[config.mk]
export PLATFORM = sky130hd
export DESIGN_NAME = if_stage_flat
export DESIGN_NICKNAME = d
export VERILOG_FILES = /design/src/rtl/cpu_pkg.sv /design/src/rtl/if_stage_if.sv /design/src/rtl/if_next_pc.sv /design/src/rtl/if_stage.sv /design/src/flat_wrapper.sv
export SDC_FILE = /design/constraint.sdc
export NUM_CORES = 1
export LEC_CHECK = 0
export ABC_AREA = 1
export CAP_MARGIN = 15
export CORE_MARGIN = 1
export CORE_UTILIZATION = 45
export CTS_CLUSTER_DIAMETER = 50
export CTS_CLUSTER_SIZE = 30
export DETAILED_ROUTE_END_ITERATION = 8
export GPL_TIMING_DRIVEN = 0
export HOLD_SLACK_MARGIN = 0.06
export PLACE_DENSITY = 0.83
export RECOVER_POWER = 100
export SLEW_MARGIN = 10
export SYNTH_ARGS = -nofsm -noshare
export SYNTH_HDL_FRONTEND = slang
export SYNTH_SLANG_ARGS = --single-unit
export TNS_END_PERCENT = 1
[constraint.sdc]
create_clock -name clk -period 7.45 [get_ports clk]
set_input_delay 1.1175 -clock clk [delete_from_list [all_inputs] [get_ports clk]]
set_output_delay 1.1175 -clock clk [all_outputs]
set_load 0.05 [all_outputs]
[src/rtl/cpu_pkg.sv]
// Shared fetch/decode definitions: next-PC select encodings, instruction field layout, fetch FSM states.
// IF_MISALIGN_TRAP_EN adds the TRAP state for misaligned ALU jump targets.
package cpu_pkg;

  localparam logic [1:0] PC_NEXT = 2'b00;
  localparam logic [1:0] PC_IMM  = 2'b01;
  localparam logic [1:0] PC_ALU  = 2'b10;

  localparam int OPCODE_LSB = 28;
  localparam int FUNC_LSB   = 24;
  localparam int RD_LSB     = 20;
  localparam int RS1_LSB    = 16;
  localparam int RS2_LSB    = 12;
  localparam int IMM_LSB    = 0;
  localparam int REG_W      = 4;
  localparam int IMM_W      = 16;

  typedef enum logic [1:0] {
    ST_FETCH,
    ST_HOLD,
    ST_WAIT
`ifdef IF_MISALIGN_TRAP_EN
    , ST_TRAP
`endif
  } if_state_e;

  typedef struct packed {
    logic [REG_W-1:0] opcode;
    logic [REG_W-1:0] func;
    logic [REG_W-1:0] rd;
    logic [REG_W-1:0] rs1;
    logic [REG_W-1:0] rs2;
    logic [IMM_W-1:0] imm;
  } fields_t;

  // rs2 and imm overlap in [15:12]; both views are always produced.
  function automatic fields_t decode_instr(input logic [31:0] instr);
    fields_t f;
    f.opcode = instr[OPCODE_LSB +: REG_W];
    f.func   = instr[FUNC_LSB   +: REG_W];
    f.rd     = instr[RD_LSB     +: REG_W];
    f.rs1    = instr[RS1_LSB    +: REG_W];
    f.rs2    = instr[RS2_LSB    +: REG_W];
    f.imm    = instr[IMM_LSB    +: IMM_W];
    return f;
  endfunction

endpackage

[src/rtl/if_stage_if.sv]
// Bus bundle of the fetch stage: instruction memory side, decoder handshake, held fields and next-PC controls.
// IF_MISALIGN_TRAP_EN adds the misalign status signal.
interface if_stage_if;
  logic        imem_req;
  logic [31:0] imem_addr;
  logic        imem_ack;
  logic [31:0] imem_rdata;
  logic        out_valid;
  logic        out_ready;
  logic [3:0]  opcode;
  logic [3:0]  func;
  logic [3:0]  rd;
  logic [3:0]  rs1;
  logic [3:0]  rs2;
  logic [15:0] imm;
  logic [31:0] pc;
  logic [31:0] pc_plus4;
  logic [1:0]  pc_sel;
  logic [31:0] alu_target;
`ifdef IF_MISALIGN_TRAP_EN
  logic        misalign;
`endif

  modport master (
`ifdef IF_MISALIGN_TRAP_EN
    output misalign,
`endif
    output imem_req, imem_addr, out_valid, opcode, func, rd, rs1, rs2, imm, pc, pc_plus4,
    input  imem_ack, imem_rdata, out_ready, pc_sel, alu_target
  );

  modport slave (
`ifdef IF_MISALIGN_TRAP_EN
    input  misalign,
`endif
    input  imem_req, imem_addr, out_valid, opcode, func, rd, rs1, rs2, imm, pc, pc_plus4,
    output imem_ack, imem_rdata, out_ready, pc_sel, alu_target
  );
endinterface

[src/rtl/if_next_pc.sv]
// Combinational next-PC selection: sequential, PC-relative branch or word-aligned ALU target.
module if_next_pc
  import cpu_pkg::*;
(
  input  logic [31:0] pc,
  input  logic [15:0] imm,
  input  logic [1:0]  pc_sel,
  input  logic [31:0] alu_target,
  output logic [31:0] next_pc
);

  logic [31:0] seq_pc;
  logic [31:0] br_off;

  assign seq_pc = pc + 32'd4;
  assign br_off = {{14{imm[15]}}, imm, 2'b00};

  always_comb begin
    next_pc = seq_pc;
    case (pc_sel)
      PC_IMM:  next_pc = seq_pc + br_off;
      PC_ALU:  next_pc = alu_target & ~32'h3;
      default: next_pc = seq_pc;
    endcase
  end

endmodule

[src/rtl/if_stage.sv]
// Instruction fetch stage: FETCH/HOLD/WAIT sequencer with request timeout and re-issue.
// IF_MISALIGN_TRAP_EN traps misaligned ALU jump targets in a sticky TRAP state.
module if_stage
  import cpu_pkg::*;
#(
  parameter logic [31:0] RESET_PC     = 32'h0000_0040,
  parameter int          IMEM_TIMEOUT = 15
) (
  input  logic clk,
  input  logic reset,
  if_stage_if.master bus
);

  localparam int CNT_W = (IMEM_TIMEOUT > 1) ? $clog2(IMEM_TIMEOUT) : 1;

  if_state_e          state_q, state_d;
  logic [31:0]        pc_q, pc_d;
  logic [31:0]        instr_q, instr_d;
  logic [CNT_W-1:0]   wait_cnt_q, wait_cnt_d;
  logic [3:0]         to_cnt_q, to_cnt_d;
  logic [31:0]        next_pc;
  logic               misalign_hit;
  fields_t            fields;

  assign fields = decode_instr(instr_q);

  if_next_pc u_next_pc (
    .pc         (pc_q),
    .imm        (fields.imm),
    .pc_sel     (bus.pc_sel),
    .alu_target (bus.alu_target),
    .next_pc    (next_pc)
  );

`ifdef IF_MISALIGN_TRAP_EN
  assign misalign_hit = (bus.pc_sel == PC_ALU) && (bus.alu_target[1:0] != 2'b00);
`else
  assign misalign_hit = 1'b0;
`endif

  always_comb begin
    // NOTE: every _d takes its held value first, so no branch can leave one unassigned and infer a latch.
    state_d    = state_q;
    pc_d       = pc_q;
    instr_d    = instr_q;
    wait_cnt_d = wait_cnt_q;
    to_cnt_d   = to_cnt_q;
    case (state_q)
      ST_WAIT: begin
        state_d    = ST_FETCH;
        wait_cnt_d = '0;
      end
      ST_FETCH: begin
        if (bus.imem_ack) begin
          instr_d    = bus.imem_rdata;
          state_d    = ST_HOLD;
          wait_cnt_d = '0;
          to_cnt_d   = '0;
        end else if (wait_cnt_q == CNT_W'(IMEM_TIMEOUT - 1)) begin
          // Drop the request for the single WAIT cycle, then retry the same address.
          state_d    = ST_WAIT;
          wait_cnt_d = '0;
          to_cnt_d   = (to_cnt_q == 4'hF) ? to_cnt_q : to_cnt_q + 4'd1;
        end else begin
          wait_cnt_d = wait_cnt_q + CNT_W'(1);
        end
      end
      ST_HOLD: begin
        if (bus.out_ready) begin
`ifdef IF_MISALIGN_TRAP_EN
          if (misalign_hit) begin
            state_d = ST_TRAP;
          end else begin
            pc_d    = next_pc;
            state_d = ST_WAIT;
          end
`else
          pc_d    = next_pc;
          state_d = misalign_hit ? ST_WAIT : ST_WAIT;
`endif
        end
      end
`ifdef IF_MISALIGN_TRAP_EN
      ST_TRAP: state_d = ST_TRAP;
`endif
      default: state_d = ST_WAIT;
    endcase
  end

  // Reset parks in WAIT so the request rises on the first edge after release.
  always_ff @(posedge clk or posedge reset) begin
    // NOTE: state registers use non-blocking assignments so every flop samples pre-edge values.
    if (reset) begin
      state_q    <= ST_WAIT;
      pc_q       <= RESET_PC;
      instr_q    <= '0;
      wait_cnt_q <= '0;
      to_cnt_q   <= '0;
    end else begin
      state_q    <= state_d;
      pc_q       <= pc_d;
      instr_q    <= instr_d;
      wait_cnt_q <= wait_cnt_d;
      to_cnt_q   <= to_cnt_d;
    end
  end

  assign bus.imem_req  = (state_q == ST_FETCH);
  assign bus.imem_addr = pc_q;
  assign bus.out_valid = (state_q == ST_HOLD);
  assign bus.opcode    = fields.opcode;
  assign bus.func      = fields.func;
  assign bus.rd        = fields.rd;
  assign bus.rs1       = fields.rs1;
  assign bus.rs2       = fields.rs2;
  assign bus.imm       = fields.imm;
  assign bus.pc        = pc_q;
  assign bus.pc_plus4  = pc_q + 32'd4;
`ifdef IF_MISALIGN_TRAP_EN
  assign bus.misalign  = (state_q == ST_TRAP);
`endif

endmodule

[src/flat_wrapper.sv]
// flat-port wrapper written by rule: the top's interface ports become plain ports
module if_stage_flat import cpu_pkg::*;
#(
  parameter logic [31:0] RESET_PC     = 32'h0000_0040,
  parameter int          IMEM_TIMEOUT = 15
)
  (clk, reset, bus_imem_req, bus_imem_addr, bus_out_valid, bus_opcode, bus_func, bus_rd, bus_rs1, bus_rs2, bus_imm, bus_pc, bus_pc_plus4, bus_imem_ack, bus_imem_rdata, bus_out_ready, bus_pc_sel, bus_alu_target);
  if_stage_if bus_i ();
  input  logic clk;
  input  logic reset;
  output wire logic [$bits(bus_i.imem_req)-1:0] bus_imem_req;
  output wire logic [$bits(bus_i.imem_addr)-1:0] bus_imem_addr;
  output wire logic [$bits(bus_i.out_valid)-1:0] bus_out_valid;
  output wire logic [$bits(bus_i.opcode)-1:0] bus_opcode;
  output wire logic [$bits(bus_i.func)-1:0] bus_func;
  output wire logic [$bits(bus_i.rd)-1:0] bus_rd;
  output wire logic [$bits(bus_i.rs1)-1:0] bus_rs1;
  output wire logic [$bits(bus_i.rs2)-1:0] bus_rs2;
  output wire logic [$bits(bus_i.imm)-1:0] bus_imm;
  output wire logic [$bits(bus_i.pc)-1:0] bus_pc;
  output wire logic [$bits(bus_i.pc_plus4)-1:0] bus_pc_plus4;
  input wire logic [$bits(bus_i.imem_ack)-1:0] bus_imem_ack;
  input wire logic [$bits(bus_i.imem_rdata)-1:0] bus_imem_rdata;
  input wire logic [$bits(bus_i.out_ready)-1:0] bus_out_ready;
  input wire logic [$bits(bus_i.pc_sel)-1:0] bus_pc_sel;
  input wire logic [$bits(bus_i.alu_target)-1:0] bus_alu_target;
  assign bus_imem_req = bus_i.imem_req;
  assign bus_imem_addr = bus_i.imem_addr;
  assign bus_out_valid = bus_i.out_valid;
  assign bus_opcode = bus_i.opcode;
  assign bus_func = bus_i.func;
  assign bus_rd = bus_i.rd;
  assign bus_rs1 = bus_i.rs1;
  assign bus_rs2 = bus_i.rs2;
  assign bus_imm = bus_i.imm;
  assign bus_pc = bus_i.pc;
  assign bus_pc_plus4 = bus_i.pc_plus4;
  assign bus_i.imem_ack = bus_imem_ack;
  assign bus_i.imem_rdata = bus_imem_rdata;
  assign bus_i.out_ready = bus_out_ready;
  assign bus_i.pc_sel = bus_pc_sel;
  assign bus_i.alu_target = bus_alu_target;
  if_stage #(.RESET_PC(RESET_PC), .IMEM_TIMEOUT(IMEM_TIMEOUT)) u_core (.clk(clk), .reset(reset), .bus(bus_i));
endmodule
# == Word level (Yosys, flattened, before mapping) ==
# Index checks and enable logic that the tools add are counted.
# totals
regBits,70
input_bits,70
out_inout_bits,134
# op_classes
add_sub_neg,3
n_eq_ne,7
mux,8
reduce_logical,5
# op_table
operator,n
case mux 32 bit (2 select lines),1
adder 32 x 3 -> 32 bit (second input constant),1
adder 32 bit,1
two-way mux 4 bit,2
case mux 4 bit (2 select lines),1
two-way mux 2 bit,3
case mux 2 bit (3 select lines),1
AND reduction 2 bit,3
adder 4 x 1 -> 4 bit (second input constant),1
equality test 2 x 1 -> 1 bit (second input constant),2
equality test 2 bit (second input constant),2
equality test 4 bit (second input constant),1
!= test 3 x 1 -> 1 bit (second input constant),1
logical NOT 2 bit,1
!= test 2 x 1 -> 1 bit (second input constant),1
nonzero test 2 bit,1

# == Longest topological paths before layout ==
# Gate-level depths: netlist (run 1).
# logic_depth
depth_word,4
depth_mapped,25

# == By module ==
# From an unflattened synthesis (run 1), not the netlist that was laid out.
# unflattened
hier_cells,1185
hier_area_um2,7733.7
# by_module_without_submodules
module,instances,cells_per_inst,area_per_inst_um2,seq_area_each_um2
if_stage,1,458,4053.9,1754.2
if_next_pc,1,727,3679.8,0.0

# == Worst setup path before layout (run 1) ==
# OpenSTA, ideal clock, no wires.
# synth_timing
kind,reg2reg
from,register u_core.pc_q[2] (netlist: u_core.bus.imem_addr[2])
to,register u_core.pc_q[30] (netlist: u_core.bus.imem_addr[30])
setup_ps,118
arrival_ps,3812
setup_slack_ps,3520
path_stages_with_launch,18
n_path_buf,0
path_cell_list,dfrtp_1 -> inv_1 -> nor2_4 -> nand4_1 -> nor2_1 -> nand2_1 -> xor2_1 -> ha_1 -> a21oi_1 -> nand2_1 -> nand2_1 -> nand3_1 -> a21oi_1 -> nand3_1 -> nand3_1 -> nand2_1 -> nand2_1 -> nand2_1
# synth_via
elab_chain_cells,3
# synth_rtl
item,line,text
"start, declared",if_stage.sv:17,"logic [31:0] pc_q, pc_d;"
"start signal, assigned",if_stage.sv:101,pc_q <= pc_d;
adder 32 x 3 -> 32 bit,-,
named net bus_pc_plus4[2],flat_wrapper.sv:21,output wire logic [$bits(bus_i.pc_plus4)-1:0] bus_pc_plus4;
adder 32 bit,if_next_pc.sv:21,PC_IMM: next_pc = seq_pc + br_off;
case mux 32 bit (2 select lines),if_next_pc.sv:20,case (pc_sel)
# The timed path passes the listed nets, and every way through them passes these cells.
# A chain may end at the register's enable or synchronous reset.

# == Worst setup path in the final report (run 1) ==
# layout_timing
from,register u_core.pc_q[2] (netlist: u_core.bus.imem_addr[2])
to,output bus_pc_plus4[27]
# layout_via
elab_chain_cells,1
# layout_rtl
item,line,text
adder 32 x 3 -> 32 bit,if_stage.sv:118,assign bus.pc_plus4 = pc_q + 32'd4;
"end, declared",flat_wrapper.sv:21,
# No other way between the ends.

==> key figures, run 1 <==
Status
  • Outcome: complete, but fails checks
  • Failing checks: capacitance limit, slew limit

Yosys
  • Synth cell count leaders: nand2_1 (331), inv_1 (142), nor2_1 (75)
  • Syn avg cell area: ~6.5 um^2
  • Area contributors post-synth: dfrtp_1 (25%), nand2_1 (19%), inv_1 (8.1%), ha_1 (7.2%), mux2_2 (5.1%)
  • Cell Area, Synth: 6589 um^2
  • Post-synth EDFFs: 0
  • Ys flop type: dfrtp_1
  • Synth Instances: approximately 1000
  • Seq cells post-synth: between 60 and 70
  • Async S/R FF share, synth: 1.000
  • Sequential element share of the synthesized area: 0.2586
  • Most frequent cell after synthesis: nand2_1
  • Post-synth top area cell: dfrtp_1
  • Synth top area share: 0.2507
  • Netlist cell types: 46
  • YS warnings: 0

Clock tree
  • Cts hold-fix bufs: 0
  • Clock tree sinks: 68
  • Clock root buffer: clkbuf_16
  • Clock transition at path regs: 0.05 ns
  • Num CTS Buffers: 9
  • Post-cts sizing count: 0
  • Worst-Skew Late Latency: 0.35 ns
  • Post-CTS Setup Bufs: 0
  • CTS tree: yes
  • CTS Buffer Depth: 2
  • H-tree depth: 3

STA
  • F_max: 0.2133 GHz
  • Max Transition Viols Final: 38
  • Final hold vios: 0
  • Worst Max-Slew Pin Slew: 2.021 ns
  • Post-route setup TNS: 0 ns
  • RSZ-0062 raised after global routing: false
  • Period utilization: 0.6294
  • Fin crit period: 4.689 ns
  • Hold WS: roughly 0.49 ns
  • Clock skew: 0.009660 ns
  • Slew Limit Headroom: -0.3472
  • Final Setup Violations: 0

Placement
  • DP Wirelength: 17610 um
  • Port Buffers: 195
  • GPL Wtd Cong: around 0.96
  • DP Cell Count: about 1400

GRT
  • M2 GR Usage: 0.4881
  • Largest net degree at the start of global routing: 38
  • Total global routing overflow: 0
  • Initial antenna violation count: 0
  • First-pass GRT wire length: 33790 um
  • Met1 Use GR: 0.3822
  • Met3 Track Usage GR: 0.05581
  • Global Route Usage Sum: 0.2965
  • Most utilized layer in the global route result: met2
  • Vias in the first global route: 6659

Layout
  • Final design utilization: 0.6436
  • Nets: around 1300
  • Area Overhead vs Synth: 37.69%
  • Layout fillers: between 1000 and 1500
  • Number of diodes: 0
  • Share of cells above drive strength 1: 0.09667
  • Fin cells: 1411

Floorplanning
  • Initial core utilization: 0.4674
  • Boundary Pins: 204
  • Die W: 123.0 um
  • Die Y: 123.0 um
  • CORE AREA: between 10000 and 15000 um^2
  • FP Rows: 43
  • Full die area: 15130 um^2

Critical path
  • CP required: 6.33 ns
  • CP startpoint kind: register
  • Crit path max fanout: 6
  • Critical Path AT: 3.57 ns
  • Worst Setup Path Type: reg2out
  • Critical Path Sink Type: primary output

Hold path
  • Hold Crit Class: reg2reg

Routing
  • Vias per std cell: 5.168
  • Final wirelength: 21790 um
  • DRT iter0 DRCs: 616
  • Remaining antenna violation count: 0
  • DR pass1 iterations: 5
  • Routed len/inst: roughly 15 um
  • DRC viols: 0
  • Total number of vias: 7292

Run
  • Max_cap viols: 1
==> state kept, by name (all words and copies together) (netlist names) <==
signal                flops
u_core.bus.imem_addr     30
u_core.instr_q           32
u_core.wait_cnt_q         4
u_core.state_q            2
==> worst max-delay path, stage by stage, from the launching register on <==
cell,delay (ns)
dfrtp_1,0.40
inv_1,0.12
nor2_1,0.35
nand2_1,0.19
nor2_1,0.67
nand4_4,0.21
nor2_2,0.13
nand2_1,0.08
nand2_1,0.18
dlygate4sd3_1,0.90
==> cell type report <==
cell class              count  area [um^2]  share of cell area
clock inverters             4        73.82            0.008137
flip-flops and latches     68         1704              0.1878
inverters                 149        560.5             0.06178
multi-input cells         742         3921              0.4322
well taps                 180        225.2             0.02482
repair buffers            196         1956              0.2156
plain buffers              60        385.4             0.04248
clock buffers              12        246.5             0.02717
==> cells in the final DEF (no fill, tap or decap), types with 4 or more instances in the layout <==
cell / n
buf_4: 40
nor2_1: 79
clkbuf_1: 20
clkinv_1: 4
o21bai_1: 4
clkbuf_16: 9
ha_1: 38
xnor2_1: 5
nor3_1: 4
dlygate4sd3_1: 131
nand4_1: 14
clkdlybuf4s50_1: 64
o21ai_0: 34
o211ai_1: 9
nor2_2: 8
xor2_1: 14
mux2_2: 29
o21ai_1: 5
nand2_2: 9
nand3_1: 58
inv_1: 141
a21oi_1: 67
conb_1: 6
dfrtp_1: 66
a21o_1: 4
nand2_1: 333
==> worst paths after layout <==
kind	start	to	slack [ns]	cells past startpoint
max	u_core.bus.imem_addr[2]$_DFFE_PP0P_	bus_pc_plus4[27]	2.76	9
min in group asynchronous	reset	u_core.bus.imem_addr[3]$_DFFE_PP0P_	1.55	2
max in group asynchronous	reset	u_core.instr_q[8]$_DFFE_PP0P_	3.45	3
min	u_core.instr_q[22]$_DFFE_PP0P_	u_core.instr_q[22]$_DFFE_PP0P_	0.49	1
max reg2reg	u_core.bus.imem_addr[2]$_DFFE_PP0P_	u_core.bus.imem_addr[26]$_DFFE_PP0P_	3.32	18
min reg2reg	u_core.instr_q[22]$_DFFE_PP0P_	u_core.instr_q[22]$_DFFE_PP0P_	0.49	1
==> stage by stage <==
stage | worst slack [ns] | area, um^2
after floorplan | 3.520 | 6608
after global placement | 3.380 | 8785
after detailed placement | 3.703 | 8807
after CTS | 3.337 | 9128
after global routing | 2.611 | 9072
final | 2.761 | 9072
==> cells by family after synthesis <==
group | synth area share
and+or+nand+nor | 0.3384
buffers and inverters | 0.1439
AOI/OAI and AO/OA | 0.1067
DFF | 0.2586
adders and majority gates | 0.07520
muxes | 0.05127
xor gates and xnor gates | 0.02526
other | 0.0005691
==> routing by layer <==
metal,part of all wire,wire length (um),vias up
li1,-,-,3610
met1,0.43,9364,3343
met2,0.47,10310,294
met3,0.068,1477,45
met4,0.029,642,0
met5,0,0,-
Power of run 1 is not shown: default switching activity piles up to over one toggle a cycle in this logic, so the estimate is an artifact.
==> run 2: changes to the inputs <==
- clock period: 7.45 -> 4.4 ns (I/O delays scaled with it)
==> run 2 against run 1 <==
Effect of this change: the run still ends with capacitance limit, slew limit left; routed wire length shrank 0.36%; worst hold slack is essentially flat; flip-flop and latch count is the same; first-iteration DRC count grew 20%; register-to-register slack lost 2.7 ns.
==> key figures, run 2 (synthesized netlist as in run 1, its figures left out) <==
Status
  • Outcome: complete, but fails checks
  • Failing checks: capacitance limit, slew limit

GRT
  • Largest net degree at the start of global routing: 38
  • Initial antenna violation count: 0
  • Global Route Usage Sum: 0.2965
  • Vias in the first global route: 6659
  • Total global routing overflow: 0
  • First-pass GRT wire length: roughly 34000 um

Critical path
  • End point of the critical path: bus_pc_plus4[12]
  • CP startpoint kind: register
  • CP required: approximately 3.7 ns
  • Worst R2R End: u_core.bus.imem_addr[26]$_DFFE_PP0P_
  • Worst setup path startpoint: u_core.bus.imem_addr[3]$_DFFE_PP0P_
  • R2R Setup Slk: 0.59 ns
  • Critical path cell sequence: ha_1, nand2_1, nor2_1, nand2_1, nor2_1, xor2_1, dlygate4sd3_1
  • R2r worst-path depth: 18
  • Critical Path AT: 3.26 ns
  • Reg-to-Reg Start: u_core.bus.imem_addr[2]$_DFFE_PP0P_
  • Worst Setup Path Type: reg2out
  • Largest stage delay on the critical path: 0.96 ns
  • Crit path max fanout: 5
  • Critical Path Sink Type: primary output
  • Worst path slowest cell: dlygate4sd3_1

Routing
  • DRT iter0 DRCs: 739
  • DR pass1 iterations: 6
  • Remaining antenna violation count: 0
  • Routed len/inst: about 15 um
  • DRC viols: 0
  • Final wirelength: about 22000 um
  • Vias per std cell: 5.167
  • Total number of vias: around 7300

Clock tree
  • Clock transition at path regs: 0.05 ns
  • Clock tree sinks: 68
  • H-tree depth: 3
  • Cts hold-fix bufs: 0
  • CTS tree: yes
  • Post-cts sizing count: 0
  • Num CTS Buffers: 9
  • CTS Buffer Depth: 2
  • Clock root buffer: clkbuf_16
  • Worst-Skew Late Latency: 0.35 ns
  • Post-CTS Setup Bufs: 0

Floorplanning
  • CORE AREA: 14100 um^2
  • Full die area: 15130 um^2
  • Initial core utilization: 0.4674
  • FP Rows: 43
  • Die W: 123.0 um
  • Die Y: 123.0 um
  • Boundary Pins: a little over 200

Layout
  • Reg with most FFs: u_core.instr_q
  • Commonest non-fill, non-tap cell in the layout: nand2_1
  • Nets: 1335
  • Number of diodes: 0
  • Area Overhead vs Synth: 37.96%
  • Share of cells above drive strength 1: 0.09748
  • Max reg flops: 32
  • Leading cell types in the layout, fill and taps excluded: nand2_1 (333), inv_1 (141), dlygate4sd3_1 (131)

STA
  • Fin crit period: 3.922 ns
  • F_max: 0.2550 GHz
  • Worst Max-Slew Pin Slew: 1.524 ns
  • Period utilization: 0.8914
  • RSZ-0062 raised after global routing: false
  • Final hold vios: 0
  • Final Setup Violations: 0
  • Slew Limit Headroom: -0.02169
  • Max Transition Viols Final: 32
  • Final WS setup: 0.4779 ns
  • Clock skew: 0.009914 ns
  • Post-route setup TNS: 0 ns

Placement
  • GPL Wtd Cong: 0.9566
  • DP Wirelength: ~18000 um
  • Port Buffers: 195
  • Pre-CTS WS: 0.9568 ns

Hold path
  • Hold Crit Class: reg2reg

Run
  • Max_cap viols: 1
==> run 2: final cells by class <==
type / instances / area [um^2]
buffer: 60 / 385.4
clock buffer: 12 / 246.5
clock inverter: 4 / 73.82
fill: 1228 / 5006
inverter: 149 / 560.5
multi-input combinational: 742 / 3923
sequential: 68 / 1704
tap: 180 / 225.2
timing repair buffer: 196 / 1972
==> run 2: worst min-delay path by stage <==
| stage | startpoint | end | cells past startpoint |
|---|---|---|---|
| 2_1_floorplan | u_core.wait_cnt_q[1]$_DFFE_PP0P_ | u_core.wait_cnt_q[1]$_DFFE_PP0P_ | 2 |
| 3_3_place_gp | u_core.instr_q[28]$_DFFE_PP0P_ | u_core.instr_q[28]$_DFFE_PP0P_ | 1 |
| 3_5_place_dp | u_core.instr_q[29]$_DFFE_PP0P_ | u_core.instr_q[29]$_DFFE_PP0P_ | 1 |
| 4_1_cts | u_core.instr_q[22]$_DFFE_PP0P_ | u_core.instr_q[22]$_DFFE_PP0P_ | 1 |
| 5_1_grt | u_core.instr_q[22]$_DFFE_PP0P_ | u_core.instr_q[22]$_DFFE_PP0P_ | 1 |
| 6_report | u_core.instr_q[22]$_DFFE_PP0P_ | u_core.instr_q[22]$_DFFE_PP0P_ | 1 |
==> run 2: worst max-delay path, delay by kind of cell, from the launching register on <==
kind          cells  cell delay (ns)
buf+inv           1             0.96
fa+ha+maj         1             0.19
flops             1             0.41
simple gates      4             0.88
xor+xnor          1             0.49
==> run 2: through the flow <==
step	cell area [um^2]	std cells	hold WS, ns	utilization
after floorplan	6608	1019	0.5028	-
after global placement	8785	1394	0.4859	0.6232
after detailed placement	8807	1395	0.4937	0.6248
after CTS	9128	1411	0.5060	0.6475
after global routing	9090	1411	0.5048	0.6449
final	9090	1411	0.4935	0.6449
==> run 2: layer usage <==
metal	vias to the layer above	global-route usage	routed length, um
li1	3610	-	-
met1	3332	0.3822	9116
met2	297	0.4881	10200
met3	52	0.05581	1688
met4	0	0.1212	703
met5	-	0	0
Power of run 2 is left out for the same reason.
